### config.mk
export PLATFORM = sky130hd
export DESIGN_NAME = pc_redirect_ctrl
export DESIGN_NICKNAME = d
export VERILOG_FILES = /design/src/rtl/pc_redirect_ctrl.sv
export SDC_FILE = /design/constraint.sdc
export NUM_CORES = 1
export LEC_CHECK = 0
export CAP_MARGIN = 20
export CORE_MARGIN = 4
export CORE_UTILIZATION = 41
export CTS_CLUSTER_SIZE = 10
export DETAILED_ROUTE_END_ITERATION = 7
export HOLD_SLACK_MARGIN = 0.08
export PLACE_DENSITY = 0.83
export SYNTH_ARGS = -nofsm -noshare
export SYNTH_HDL_FRONTEND = slang
export SYNTH_SLANG_ARGS = --single-unit
### constraint.sdc
create_clock -name clk -period 1.85 [get_ports clk]
set_input_delay 0.185 -clock clk [delete_from_list [all_inputs] [get_ports clk]]
set_output_delay 0.185 -clock clk [all_outputs]
set_load 0.03 [all_outputs]
### src/rtl/pc_redirect_ctrl.sv
// Redirect sequencer: latches a taken jump/branch target, flushes the wrong path,
// then offers the target to fetch over valid/ready. Optional macro: PC_REDIRECT_STATS_EN.
module pc_redirect_ctrl #(
    parameter int FLUSH_DEPTH = 3,
    parameter int PC_WIDTH    = 32
) (
    input  logic                clk,
    input  logic                reset,
    input  logic                jb_enable,
    input  logic [PC_WIDTH-1:0] jb_target_pc,
    input  logic                wb_req_in,
    input  logic                pc_load_ready,
    output logic                pc_load_valid,
    output logic [PC_WIDTH-1:0] pc_load_addr,
    output logic                flush,
    output logic                wb_req_out,
    output logic                redirect_busy
`ifdef PC_REDIRECT_STATS_EN
    ,
    output logic [31:0]         redirect_count
`endif
);

    typedef enum logic [1:0] {
        IDLE,
        FLUSH,
        LOAD
    } state_t;

    localparam logic [3:0] CNT_INIT = 4'(FLUSH_DEPTH - 1);

    state_t     state;
    logic [3:0] cnt;

    // NOTE: sequential state uses non-blocking assignments so every register
    // samples pre-edge values, independent of statement order.
    always_ff @(posedge clk or posedge reset) begin
        if (reset) begin
            state         <= IDLE;
            cnt           <= '0;
            pc_load_valid <= 1'b0;
            pc_load_addr  <= '0;
            flush         <= 1'b0;
            redirect_busy <= 1'b0;
        end else begin
            case (state)
                IDLE: begin
                    if (jb_enable) begin
                        pc_load_addr  <= jb_target_pc;
                        cnt           <= CNT_INIT;
                        flush         <= 1'b1;
                        redirect_busy <= 1'b1;
                        state         <= FLUSH;
                    end
                end
                FLUSH: begin
                    if (cnt == 4'd0) begin
                        pc_load_valid <= 1'b1;
                        state         <= LOAD;
                    end else begin
                        cnt <= cnt - 4'd1;
                    end
                end
                LOAD: begin
                    // jb_enable here belongs to the wrong path, even on the handshake edge.
                    if (pc_load_ready) begin
                        pc_load_valid <= 1'b0;
                        flush         <= 1'b0;
                        redirect_busy <= 1'b0;
                        state         <= IDLE;
                    end
                end
                default: begin
                    pc_load_valid <= 1'b0;
                    flush         <= 1'b0;
                    redirect_busy <= 1'b0;
                    state         <= IDLE;
                end
            endcase
        end
    end

    // Combinational so the link write issued alongside jb_enable still passes.
    assign wb_req_out = wb_req_in & ~flush;

`ifdef PC_REDIRECT_STATS_EN
    always_ff @(posedge clk or posedge reset) begin
        if (reset) begin
            redirect_count <= '0;
        end else if (state == IDLE && jb_enable && redirect_count != 32'hFFFF_FFFF) begin
            redirect_count <= redirect_count + 32'd1;
        end
    end
`endif

endmodule

==> results.py, run 1 <==
metrics = {
    "clock_tree": {
        "cts-root-to-sink-buffers": 2,
        "cts_hold_buf": 0,
        "post_cts.resized_instances": 0,
        "tritoncts_clock_tree": "yes",
        "cts_sinks": 40,
        "cts.root.buffer_cell": "sky130_fd_sc_hd__clkbuf_8",
        "cts_buffers": 5,
        "cts.repair_timing.setup_buffer_count": 0,
        "worst_skew_pair.late_latency_ns": 0.29,
        "clock_tree.htree_level_count": 2,
        "clock_transition_at_path_regs_ns": 0.07,
    },
    "layout": {
        "drive_above_1_share_pct": 23.1,
        "num_antenna_cells": 0,
        "layout.cells.non_filler": 243,
        "nNetsFinal": 233,
        "mostFrequentLayoutCells": "sky130_fd_sc_hd__clkdlybuf4s50_1 (72), sky130_fd_sc_hd__dfrtp_1 (40), sky130_fd_sc_hd__mux2_2 (30), sky130_fd_sc_hd__nand2_1 (7), sky130_fd_sc_hd__clkbuf_8 (6)",
        "most_common_cell_after_layout_fill_and_taps_aside": "sky130_fd_sc_hd__clkdlybuf4s50_1",
        "final_area_um2": 2500,
        "syn_to_final_growth_pct": 52.1,
        "fillCellCount": 258,
    },
    "logic_synthesis": {
        "share_of_the_synthesized_area_in_compound_gates_ao_oa_aoi_oai_pct": 4.94,
        "yosys_most_used_dff": "sky130_fd_sc_hd__dfrtp_1",
        "syn_inst": 116,
        "synth_fp_nets": 155,
        "syn_area_um2": 1650,
        "postSynthRegisterBits": 40,
        "synth-warning-count": 0,
        "avgSynthCellArea_um2": 14.2,
        "synth_sequential_area_ratio_pct": 60.8,
        "synth_top_family_by_area": "multiplexers",
        "yosys.area_share.simple_pct": 6.08,
        "synth-edff-count": 0,
        "post_synth_mux_area_share_pct": 22.5,
        "postSynth.asyncResetShare_pct": 100,
        "synth_adder_area_share_pct": 1.52,
        "synth-xor-area-share_pct": 0,
        "synth.distinct_cells": 25,
    },
    "place": {
        "gp_congestion": 0.700,
        "sum_of_net_half_perimeters_after_detailed_placement_mm": 2.81,
        "placed_cells": 235,
        "port_buffers": 72,
        "placed_cell_area_um2": 2410,
        "pre_cts_ws_ns": 0.134,
    },
    "detailed_routing": {
        "remaining_drc_errors": 0,
        "wire_per_inst_um": 14.7,
        "routed_wirelength_mm": 3.56,
        "firstDrtPassIters": 4,
        "route.vias.total": 1183,
        "count_of_routing_violations_after_the_opening_detailed_route_iteration": 44,
        "viasPerCell": 4.87,
        "final_antenna_net_count": 0,
    },
    "die": {
        "placement_rows": 22,
        "fp.dieH_um": 71.4,
        "boundaryPins": 73,
        "start_util_pct": 43.7,
        "core-area_um2": 3770,
        "fp.dieW_um": 71.4,
        "dieArea_um2": 5090,
    },
    "global_routing": {
        "first_global_vias": 1230,
        "overflow": 0,
        "grtUsageTotal_pct": 14.6,
        "grt_max_degree": 41,
        "grt_first_pass_wirelength_mm": 5.78,
        "number_of_antenna_violations_at_the_first_check_in_global_routing": 0,
    },
    "power_and_ir_drop": {
        "cellPowerDensity_nw_per_um2": 1900,
        "power.static_leakage_nw": 1.05,
        "peakVddDrop_mv": 0.997,
    },
    "critical_path": {
        "crit_path_cell_trace": "nor2b_1 -> clkdlybuf4s50_1",
        "critical_path_class": "reg -> out",
        "timing.rr.end": "cnt[0]$_DFFE_PP0P_",
        "crit_arrival_ns": 1.54,
        "critPathMaxFanout": 5,
        "timing.critical_path.from": "redirect_busy$_DFFE_PP0P_",
        "critPathLaunchType": "flip-flop",
        "timing.critical_path.to_type": "primary output",
        "critical_path.slowest_cell": "sky130_fd_sc_hd__clkdlybuf4s50_1",
        "cp_num_cells": 2,
        "timing.reg2reg.setup_slack_ns": 0.16,
        "critPathMaxStageDelay_ns": 0.68,
        "r2r-start": "cnt[0]$_DFFE_PP0P_",
        "worst_case_reg_to_reg_path_depth": 6,
        "cp_top_family": "buffers and inverters",
        "worst_ep_required_time_ns": 1.66,
        "cp_num_buf_inv": 1,
        "worst_setup_path_endpoint": "wb_req_out",
    },
    "timing": {
        "max-slew-margin-rel_pct": 67.7,
        "setup_viol": 0,
        "maxClockFrequency_ghz": 0.579,
        "totalNegativeSetupSlack_ns": 0,
        "final.setup_skew_ns": 0.00375,
        "finalCritPeriodShare_pct": 93.3,
        "count_of_pins_over_their_slew_limit": 0,
        "finalHoldViolations": 0,
        "timing_worst_slew_pin_value_ns": 0.484,
        "finalCriticalPeriod_ns": 1.73,
        "post-route-worst-setup-slack_ns": 0.124,
        "setup_repair_after_global_routing_missed_its_margin": "false",
    },
    "run_status": {
        "status": "completed",
    },
    "job": {
        "drv.max_cap_violation_count": 0,
    },
    "hold_path": {
        "timing.hold.worst.class": "in -> async",
    },
}
[synth_stat cells (2+ instances only)]
cell type	number	share of area, %
sky130_fd_sc_hd__ha_1	2	1.5
sky130_fd_sc_hd__nand2_1	7	1.6
sky130_fd_sc_hd__mux2_1	2	1.4
sky130_fd_sc_hd__nor2_1	2	0.46
sky130_fd_sc_hd__buf_4	2	0.91
sky130_fd_sc_hd__buf_6	3	2.1
sky130_fd_sc_hd__nor3_1	2	0.61
sky130_fd_sc_hd__dfrtp_1	40	61
sky130_fd_sc_hd__mux2_2	30	21
sky130_fd_sc_hd__o21ai_0	5	1.5
sky130_fd_sc_hd__nor2b_1	3	1.1
sky130_fd_sc_hd__inv_1	4	0.91
sky130_fd_sc_hd__a21oi_1	2	0.61
[routing by layer]
layer | wire length, um | part of all wire, % | GRT usage [%] | up-vias
met5 | 0 | 0 | 0 | -
met3 | 210 | 5.9 | 3.65 | 7
met1 | 1380 | 39 | 16.4 | 582
li1 | - | - | - | 557
met2 | 1900 | 53 | 25.5 | 37
met4 | 76 | 2.1 | 7.52 | 0
[flip-flops by register name (all words and copies together) (netlist names)]
register       flops
pc_load_valid      1
cnt                4
pc_load_addr      32
redirect_busy      1
state              2
[stage by stage]
step	power (mW)	hold slack (ns)	util, %
floorplan	3.17	0.320	-
global placement	4.11	0.477	63.9
detailed placement	4.23	0.495	63.9
CTS	4.82	0.336	66.4
global route	5.02	0.380	66.4
finish	4.75	0.316	66.4
[worst reg2reg max path: stages, from the launching register on]
cell and delay [ns]:
sky130_fd_sc_hd__dfrtp_1 0.41, sky130_fd_sc_hd__inv_1 0.09, sky130_fd_sc_hd__ha_1 0.22, sky130_fd_sc_hd__nor3b_1 0.14, sky130_fd_sc_hd__buf_4 0.15, sky130_fd_sc_hd__or2_2 0.28
sky130_fd_sc_hd__o311ai_0 0.28
[worst min-delay path by stage]
| stage | startpoint | end | cells past startpoint |
|---|---|---|---|
| after floorplan | jb_target_pc[11] | pc_load_addr[11]$_DFFE_PP0P_ | 1 |
| after global placement | pc_load_addr[11]$_DFFE_PP0P_ | pc_load_addr[11]$_DFFE_PP0P_ | 1 |
| after detailed placement | pc_load_addr[14]$_DFFE_PP0P_ | pc_load_addr[14]$_DFFE_PP0P_ | 1 |
| after CTS | reset | pc_load_addr[25]$_DFFE_PP0P_ | 3 |
| after global routing | reset | pc_load_addr[18]$_DFFE_PP0P_ | 3 |
| final | reset | pc_load_addr[25]$_DFFE_PP0P_ | 3 |
[cell families (layout without fill, tap and decap cells)]
logic type | after synthesis | after routing
flip-flops | 40 | 40
multiplexers | 33 | 33
AND/OR/NAND/NOR | 18 | 18
AO/OA/AOI/OAI | 13 | 13
buffers and inverters | 10 | 89
adder cells (fa/ha/maj) | 2 | 2
[power breakdown]
part / internal [mW] / switching, mW / total [mW] / leakage [nW]
registers: 1.31 / 0.262 / 1.57 / 0.471
clock network: 0.297 / 0.281 / 0.578 / 0.0510
logic: 1.24 / 1.36 / 2.60 / 0.526
total: 2.85 / 1.90 / 4.75 / 1.05
[area by class of cell]
cell class | instances | area, um2 | share of cell area (%)
tap | 48 | 60.1 | 2.40
sequential | 40 | 1000 | 40.0
inverter | 4 | 15.0 | 0.600
timing repair buffer | 77 | 758 | 30.3
multi-input combinational | 66 | 577 | 23.0
clock buffer | 6 | 82.6 | 3.30
clock inverter | 2 | 10.0 | 0.400
(Power assumes the default switching activity.)
==> run 2, diff against run 1 <==
- SETUP_SLACK_MARGIN: not set -> 0.3
==> results.py, run 2 (synthesized netlist as in run 1, its figures left out) <==
metrics = {
    "run_status": {
        "status": "completed",
    },
    "die": {
        "start_util_pct": 43.7,
        "fp.dieH_um": 71.4,
        "fp.dieW_um": 71.4,
        "dieArea_um2": 5090,
        "boundaryPins": 73,
        "core-area_um2": 3770,
        "placement_rows": 22,
    },
    "power_and_ir_drop": {
        "cellPowerDensity_nw_per_um2": 1890,
        "power.static_leakage_nw": 1.13,
        "peakVddDrop_mv": 1.16,
        "totalPowerFinal_mw": 4.89,
    },
    "critical_path": {
        "critPathLaunchType": "flip-flop",
        "critPathMaxFanout": 2,
        "critPathMaxStageDelay_ns": 0.69,
        "cp_top_family": "buffers and inverters",
        "crit_path_cell_trace": "clkdlybuf4s50_1",
        "critical_path_class": "reg -> out",
        "worst_ep_required_time_ns": 1.66,
        "timing.critical_path.to_type": "primary output",
        "cp_num_buf_inv": 1,
        "critical_path.slowest_cell": "sky130_fd_sc_hd__clkdlybuf4s50_1",
        "crit_arrival_ns": 1.33,
    },
    "job": {
        "drv.max_cap_violation_count": 0,
    },
    "detailed_routing": {
        "routed_wirelength_mm": 3.82,
        "count_of_routing_violations_after_the_opening_detailed_route_iteration": 40,
        "route.vias.total": 1237,
        "firstDrtPassIters": 4,
        "viasPerCell": 4.99,
        "remaining_drc_errors": 0,
        "final_antenna_net_count": 0,
        "wire_per_inst_um": 15.4,
    },
    "global_routing": {
        "number_of_antenna_violations_at_the_first_check_in_global_routing": 0,
        "overflow": 0,
        "first_global_vias": 1279,
        "grt_first_pass_wirelength_mm": 6.02,
        "grtUsageTotal_pct": 15.3,
        "grt_max_degree": 41,
    },
    "clock_tree": {
        "cts_hold_buf": 0,
        "cts-root-to-sink-buffers": 2,
        "tritoncts_clock_tree": "yes",
        "clock_tree.htree_level_count": 2,
        "cts_sinks": 40,
        "cts_buffers": 5,
        "cts.root.buffer_cell": "sky130_fd_sc_hd__clkbuf_8",
        "worst_skew_pair.late_latency_ns": 0.29,
        "clock_transition_at_path_regs_ns": 0.07,
    },
    "timing": {
        "max-slew-margin-rel_pct": 68.0,
        "timing_worst_slew_pin_value_ns": 0.480,
        "setup_viol": 0,
        "count_of_pins_over_their_slew_limit": 0,
        "final.setup_skew_ns": 0.00515,
        "setup_repair_after_global_routing_missed_its_margin": "true",
        "totalNegativeSetupSlack_ns": 0,
        "finalCriticalPeriod_ns": 1.51,
        "maxClockFrequency_ghz": 0.661,
        "finalHoldViolations": 0,
        "finalCritPeriodShare_pct": 81.7,
    },
    "place": {
        "port_buffers": 72,
        "gp_congestion": 0.700,
        "sum_of_net_half_perimeters_after_detailed_placement_mm": 2.81,
    },
    "layout": {
        "nNetsFinal": 238,
        "syn_to_final_growth_pct": 56.9,
        "largest-register": "pc_load_addr",
        "mostFrequentLayoutCells": "sky130_fd_sc_hd__clkdlybuf4s50_1 (62), sky130_fd_sc_hd__dfrtp_1 (39), sky130_fd_sc_hd__mux2_2 (30), sky130_fd_sc_hd__buf_4 (9), sky130_fd_sc_hd__nand2_1 (7)",
        "most_common_cell_after_layout_fill_and_taps_aside": "sky130_fd_sc_hd__clkdlybuf4s50_1",
        "largest_reg_flops": 32,
        "top_regs": "pc_load_addr: 32 flops, cnt: 4 flops, state: 2 flops",
        "final_core_utilization_pct": 68.5,
        "num_antenna_cells": 0,
        "drive_above_1_share_pct": 28.0,
    },
    "hold_path": {
        "timing.hold.worst.class": "in -> async",
    },
}
[run 2: cell types whose count changed in the layout (fill, tap and decap cells not counted), sizes merged]
cell / delta
clkdlybuf4s50: -10
dlygate4sd2: +4
buf: +5
dlymetal6s2s: +6
[run 2: area by class of cell]
class / count / area, um2
Fill cell: 259 / 1190
Sequential cell: 40 / 1000
Timing Repair Buffer: 82 / 810
Multi-Input combinational cell: 66 / 604
Clock buffer: 6 / 82.6
Tap cell: 48 / 60.1
Inverter: 4 / 15.0
Clock inverter: 2 / 10.0
[run 2: power breakdown]
group / internal [mW] / total (mW) / leakage, nW / switching [mW]
Clock: 0.297 / 0.579 / 0.0510 / 0.282
Combinational: 1.30 / 2.73 / 0.614 / 1.42
Sequential: 1.31 / 1.58 / 0.470 / 0.268
Total: 2.92 / 4.89 / 1.13 / 1.97
[run 2: timing repair]
action / 4_1_cts / 5_1_grt
endpoints found under the setup margin: 6 / 31
pin swaps: 1 / 0
buffers inserted: 3 / 2
resized for setup: 9 / 11
endpoints found under the hold margin: 0 / 0
[run 2: metrics by stage]
| stage | hold WS, ns | cell area, um2 | setup WS (ns) | cells |
|---|---|---|---|---|
| 4_1_cts | 0.336 | 2530 | 0.300 | 246 |
| 3_5_place_dp | 0.495 | 2410 | 0.134 | 235 |
| 2_1_floorplan | 0.320 | 1650 | 0.393 | 116 |
| 5_1_grt | 0.380 | 2580 | 0.281 | 248 |
| 6_report | 0.316 | 2580 | 0.338 | 248 |
| 3_3_place_gp | 0.477 | 2410 | 0.195 | 235 |
[run 2: final timing paths]
kind / start / to / slack (ns) / cells after the start
max reg2reg: cnt[0]$_DFFE_PP0P_ / cnt[0]$_DFFE_PP0P_ / 0.35 / 6
max: pc_load_addr[24]$_DFFE_PP0P_ / pc_load_addr[24] / 0.34 / 1
min in group clk: jb_target_pc[11] / pc_load_addr[11]$_DFFE_PP0P_ / 0.50 / 2
min: reset / pc_load_addr[25]$_DFFE_PP0P_ / 0.32 / 3
max in group asynchronous: reset / cnt[0]$_DFFE_PP0P_ / 1.17 / 3
min reg2reg: pc_load_addr[16]$_DFFE_PP0P_ / pc_load_addr[16]$_DFFE_PP0P_ / 0.50 / 1
[run 2: layer usage]
metal,wire length [um],GRT usage (%),share of wire [%],vias to the layer above
met5,0,0,0,-
met2,2050,26.9,54,49
met3,220,3.37,5.8,9
met4,91,8.14,2.4,0
met1,1460,17.1,38,611
li1,-,-,-,568
[run 2: tightest hold or removal path, delay by kind of cell]
family,cells,cell delay [ns]
buf+inv,3,0.86
